**config.mk**
```make
export PLATFORM = sky130hd
export DESIGN_NAME = pc_sequencer
export DESIGN_NICKNAME = d
export VERILOG_FILES = /design/src/rtl/pc_sequencer.sv
export SDC_FILE = /design/constraint.sdc
export NUM_CORES = 1
export LEC_CHECK = 0
export ABC_AREA = 1
export BUFFER_PORTS_ARGS = -buffer_cell sky130_fd_sc_hd__buf_4
export CAP_MARGIN = 20
export CORE_ASPECT_RATIO = 1.75
export CORE_MARGIN = 5
export CORE_UTILIZATION = 45
export CTS_CLUSTER_SIZE = 20
export DETAILED_ROUTE_END_ITERATION = 10
export GPL_ROUTABILITY_DRIVEN = 0
export PLACE_DENSITY = 0.81
export SETUP_SLACK_MARGIN = 0.4
export SLEW_MARGIN = 20
export SYNTH_ARGS = -nofsm -noshare
export SYNTH_HDL_FRONTEND = slang
export SYNTH_SLANG_ARGS = --single-unit
```
**constraint.sdc**
```tcl
create_clock -name clk_i -period 2.66 [get_ports clk_i]
set_input_delay 0.532 -clock clk_i [delete_from_list [all_inputs] [get_ports clk_i]]
set_output_delay 0.532 -clock clk_i [all_outputs]
set_load 0.05 [all_outputs]
```
**src/rtl/pc_sequencer.sv**
```systemverilog
// Next-PC controller: sequences instruction fetch, arbitrates the PC sources
// and tracks trap state (EPC, cause, in_trap), HALT and memory-timeout faults.
module pc_sequencer #(
    parameter logic [31:0] RESET_VECTOR = 32'h0000_0000,
    parameter logic [31:0] TRAP_VECTOR  = 32'h0000_0100,
    parameter int          PC_STEP      = 4,
    parameter int          MEM_TIMEOUT  = 16
) (
    input  logic        clk_i,
    input  logic        reset_i,
    input  logic [31:0] current_pc_i,
    output logic [31:0] next_pc_o,
    output logic        imem_req_o,
    input  logic        imem_ready_i,
    output logic        instr_valid_o,
    input  logic        stall_i,
    input  logic        branch_taken_i,
    input  logic [31:0] branch_target_i,
    input  logic        jump_i,
    input  logic [31:0] jump_target_i,
    input  logic        exception_i,
    input  logic        irq_i,
    input  logic        irq_enable_i,
    input  logic        mret_i,
    input  logic        halt_i,
    output logic [31:0] epc_o,
    output logic [1:0]  cause_o,
    output logic        in_trap_o,
    output logic [1:0]  state_o
);

    typedef enum logic [1:0] {
        RUN      = 2'b00,
        WAIT_MEM = 2'b01,
        TRAP     = 2'b10,
        HALT     = 2'b11
    } stateT;

    localparam int CW = $clog2(MEM_TIMEOUT + 1);

    localparam logic [1:0] CAUSE_NONE = 2'b00;
    localparam logic [1:0] CAUSE_IRQ  = 2'b01;
    localparam logic [1:0] CAUSE_EXC  = 2'b10;
    localparam logic [1:0] CAUSE_BUS  = 2'b11;

    stateT         state_q, state_d;
    logic [31:0]   epc_q, epc_d;
    logic [1:0]    cause_q, cause_d;
    logic          inTrap_q, inTrap_d;
    logic          irqPending_q, irqPending_d;
    logic [CW-1:0] waitCnt_q, waitCnt_d;

    logic          fetchDone;
    logic          trapEntry;
    logic [1:0]    trapCause;
    logic [31:0]   pcPlus;

    assign pcPlus = current_pc_i + 32'(PC_STEP);

    always_ff @(posedge clk_i) begin
        if (reset_i) begin
            state_q      <= RUN;
            epc_q        <= 32'h0;
            cause_q      <= CAUSE_NONE;
            inTrap_q     <= 1'b0;
            irqPending_q <= 1'b0;
            waitCnt_q    <= '0;
        end else begin
            state_q      <= state_d;
            epc_q        <= epc_d;
            cause_q      <= cause_d;
            inTrap_q     <= inTrap_d;
            irqPending_q <= irqPending_d;
            waitCnt_q    <= waitCnt_d;
        end
    end

    always_comb begin
        state_d       = state_q;
        epc_d         = epc_q;
        cause_d       = cause_q;
        inTrap_d      = inTrap_q;
        irqPending_d  = irqPending_q | irq_i;
        waitCnt_d     = waitCnt_q;
        next_pc_o     = current_pc_i;
        imem_req_o    = 1'b0;
        instr_valid_o = 1'b0;
        fetchDone     = 1'b0;
        trapEntry     = 1'b0;
        trapCause     = CAUSE_NONE;

        case (state_q)
            RUN: begin
                imem_req_o = 1'b1;
                if (imem_ready_i) begin
                    fetchDone = 1'b1;
                end else begin
                    state_d   = WAIT_MEM;
                    waitCnt_d = CW'(1);
                end
            end
            WAIT_MEM: begin
                imem_req_o = 1'b1;
                waitCnt_d  = waitCnt_q + CW'(1);
                if (imem_ready_i) begin
                    fetchDone = 1'b1;
                    state_d   = RUN;
                end else if (waitCnt_q == CW'(MEM_TIMEOUT)) begin
                    // A bus fault inside the handler cannot be recovered.
                    if (inTrap_q) begin
                        state_d = HALT;
                    end else begin
                        trapEntry = 1'b1;
                        trapCause = CAUSE_BUS;
                    end
                end
            end
            TRAP: begin
                state_d = RUN;
            end
            HALT: begin
                if (irqPending_q && irq_enable_i) begin
                    trapEntry = 1'b1;
                    trapCause = CAUSE_IRQ;
                end
            end
            default: state_d = RUN;
        endcase

        if (fetchDone) begin
            if (exception_i) begin
                if (inTrap_q) begin
                    state_d = HALT;
                end else begin
                    trapEntry = 1'b1;
                    trapCause = CAUSE_EXC;
                end
            end else if (irqPending_q && irq_enable_i && !inTrap_q) begin
                trapEntry = 1'b1;
                trapCause = CAUSE_IRQ;
            end else if (mret_i && inTrap_q) begin
                next_pc_o     = epc_q;
                inTrap_d      = 1'b0;
                cause_d       = CAUSE_NONE;
                instr_valid_o = 1'b1;
            end else if (jump_i) begin
                next_pc_o     = jump_target_i;
                instr_valid_o = 1'b1;
            end else if (branch_taken_i) begin
                next_pc_o     = branch_target_i;
                instr_valid_o = 1'b1;
            end else if (stall_i) begin
                next_pc_o = current_pc_i;
            end else if (halt_i) begin
                next_pc_o     = pcPlus;
                instr_valid_o = 1'b1;
                state_d       = HALT;
            end else begin
                next_pc_o     = pcPlus;
                instr_valid_o = 1'b1;
            end
        end

        // An irq trap consumes the pending request even if irq is still high.
        if (trapEntry) begin
            next_pc_o     = TRAP_VECTOR;
            epc_d         = current_pc_i;
            inTrap_d      = 1'b1;
            cause_d       = trapCause;
            instr_valid_o = 1'b0;
            state_d       = TRAP;
            if (trapCause == CAUSE_IRQ) begin
                irqPending_d = 1'b0;
            end
        end

        if (reset_i) begin
            next_pc_o     = RESET_VECTOR;
            imem_req_o    = 1'b0;
            instr_valid_o = 1'b0;
        end
    end

    assign epc_o     = epc_q;
    assign cause_o   = cause_q;
    assign in_trap_o = inTrap_q;
    assign state_o   = state_q;

endmodule

```
==> out/qor.txt <==
Top sig layer = met4
Crit path max fanout = 3
DRC = 0
Synth Cell Area = 4060 µm²
Yosys Warn Count = 0
Minimum clock period = 2660 ps
Primary FF master, synth = dfxtp_1
Hold Buf Count CTS = 0
I/O Pins = 178
Number of port buffers = 177
Fmax = 376 MHz
Worst VDD drop = 0.000319 V
DP Area = 6100 µm²
Routed len/inst = 18.7 µm
Met1 WL = 6260 µm
Top-area cell type share of the netlist area = 21.2%
Yosys reg bits = 43
Final Skew = 8.52 ps
Starting density of the core = 45.5%
Power density over the cells = 400 nW/µm²
Share of layout cells above drive strength 1 = 39.7%
Drt total wl = 19,600 µm
Core ar. = 8920 µm²
Total CTS buffers = 5
Drt pass-1 iters = 6
Worst EP required = 2130 ps
Area Growth Syn to Fin = 70.6%
Max-cap violations = 0
Largest net degree at the start of global routing = 50
Clk_lat worst skew = 300 ps
Met2 wire length = 10,300 µm
RSZ-0062 raised after global routing = yes
Post-synth net total = 827
Syn Area/Cell = 5.66 µm²
CP max stage cell = o21ai_0
Die width = 81.8 µm
Crit path top cell by count = buf_8
Drt first-iter violations = 650
Clock tree buffer depth = 2
Number of nets still failing antenna checks after routing = 0
Status = finished, final reports clean
Most frequent cells in the layout = 212 x nand2_1, 191 x buf_4, 76 x nor2_1
Final nets = 1,039
WHS = 484 ps
Avg Vias per Cell = 5.87
Post-synth ARST share = 0%
Synth top area cells = dfxtp_1 21%, nand2_1 21%, nor2_1 9.1%, nand3_1 6.3%, inv_1 6.2%
Final setup fails = 0
CTS clock-pin slew for the worst setup and hold paths = 60 ps
Final HPWL DP = 13,700 µm
Leak Pwr = 3.21 nW
Worst-path cell chain = buf_8 > buf_6 > inv_1 > nor2_1 > nand3_1 > buf_4 > o21ai_0 > nand4_1 > a22oi_1 > nor2_4 > buf_8
Rows = 46
Total negative setup slack = 0 ps
Post-Layout Inst Area = 6930 µm²
Routed vias = 6,167
Setup crit start kind = input pin
Clk sinks = 43
Fin. Hold Viols = 0
Met3 wire length = 1630 µm
Cells after Synth = 717
First-pass GRT wire length = 28,600 µm
CTS tree = built
WS Path Type = in -> out
Overall power = 0.00277 W
Most common cell after layout, fill and taps aside = nand2_1
Register area share after synthesis = 21.2%
Initial antenna violation count = 0
Diode count = 0
H-tree Lvls = 2
GRT Resource Usage Total = 33.2%
Vias in the first global route = 6,115
Fin. max-slew vios = 0
Die height = 136 µm
Die ar. = 11,100 µm²
Slew @ Worst Pin = 474 ps
Worst stage delay on the critical path = 290 ps
Synth cell types = 46
Period utilization = 99.9%
Post-synth top area cell = dfxtp_1
CP endpoint kind = primary output
Hold Crit Class = reg -> reg
Max_slew headroom = 68.4%
Root Buffer = clkbuf_16
Overflow after GRT = 0
Post-synth EDFFs = 0
Arr. time, crit path = 2130 ps
[logic make-up (layout without fill, tap and decap cells)]
group / Yosys count / in the layout / synth area share, %
XOR/XNOR: 4 / 4 / 0.863
buffers and inverters: 107 / 320 / 11.1
AO/OA/AOI/OAI: 137 / 137 / 22.0
flip-flops: 43 / 43 / 21.2
AND/OR/NAND/NOR: 423 / 423 / 43.9
adder cells (fa/ha/maj): 3 / 3 / 0.924
[final cells by class]
class                           instances  area [µm²]
Timing Repair Buffer                  239        2120
Fill cell                             659        1990
Sequential cell                        43         875
Multi-Input combinational cell        567        3320
Inverter                               73         310
Tap cell                              120         150
Clock inverter                          3        25.0
Clock buffer                            5         125
[critical path, delay by kind of cell]
family                 cells  cell delay [ps]
AOI/OAI and AO/OA          2              550
and+or+nand+nor            4              470
buffers and inverters      5              570
[worst paths after layout]
kind / start / to / slack, ps / cells past startpoint
setup reg to reg: waitCnt_q[0] / epc_o[28] / 480 / 11
hold / removal: epc_o[22] / epc_o[22] / 480 / 2
hold reg to reg: epc_o[22] / epc_o[22] / 480 / 2
setup / recovery: current_pc_i[2] / next_pc_o[7] / 2 / 11
[report_power, final]
group / total, W / leakage (nW) / switching (W) / internal [W]
combinational: 0.00139 / 2.79 / 0.000861 / 0.000531
clock: 0.000655 / 0.0700 / 0.000303 / 0.000352
sequential: 0.000727 / 0.355 / 0.0000412 / 0.000686
total: 0.00277 / 3.21 / 0.00121 / 0.00157
[synthesized netlist by cell type (4+ instances only)]
library cell and instances:
a21oi_1 50, a21oi_2 20, a221oi_1 13, a22oi_1 7, buf_2 5, buf_6 4
clkbuf_1 21, dfxtp_1 43, inv_1 67, nand2_1 226, nand2_2 5, nand3_1 51
nand4_1 21, nor2_1 99, nor2_2 8, nor3_1 5, o21ai_0 24, o22ai_1 6
[layer usage]
metal	GRT usage [%]	vias to the layer above
li1	-	2785
met1	32.3	2836
met2	60.3	419
met3	6.39	127
met4	22.6	0
met5	0	-
[metrics by stage]
stage,utilization (%),std cells,setup WS [ps]
floorplan,-,717,230
global placement,68.4,1016,2.73
detailed placement,68.4,1016,-79.6
CTS,73.5,1035,23.6
global route,77.7,1050,-64.4
finish,77.7,1050,1.91
[repair_timing]
action,in CTS,in global routing
resized for setup,56,58
endpoints found under the hold margin,0,0
buffers inserted,9,14
setup endpoints to repair,33,33
pin swaps,9,21
gates cloned,2,1
[state kept, by name, summed over array words and instances (netlist names)]
signal,cells
epc_o,32
waitCnt_q,5
cause_o,2
state_o,2
in_trap_o,1
irqPending_q,1
Power figures use the tool's default switching activity.
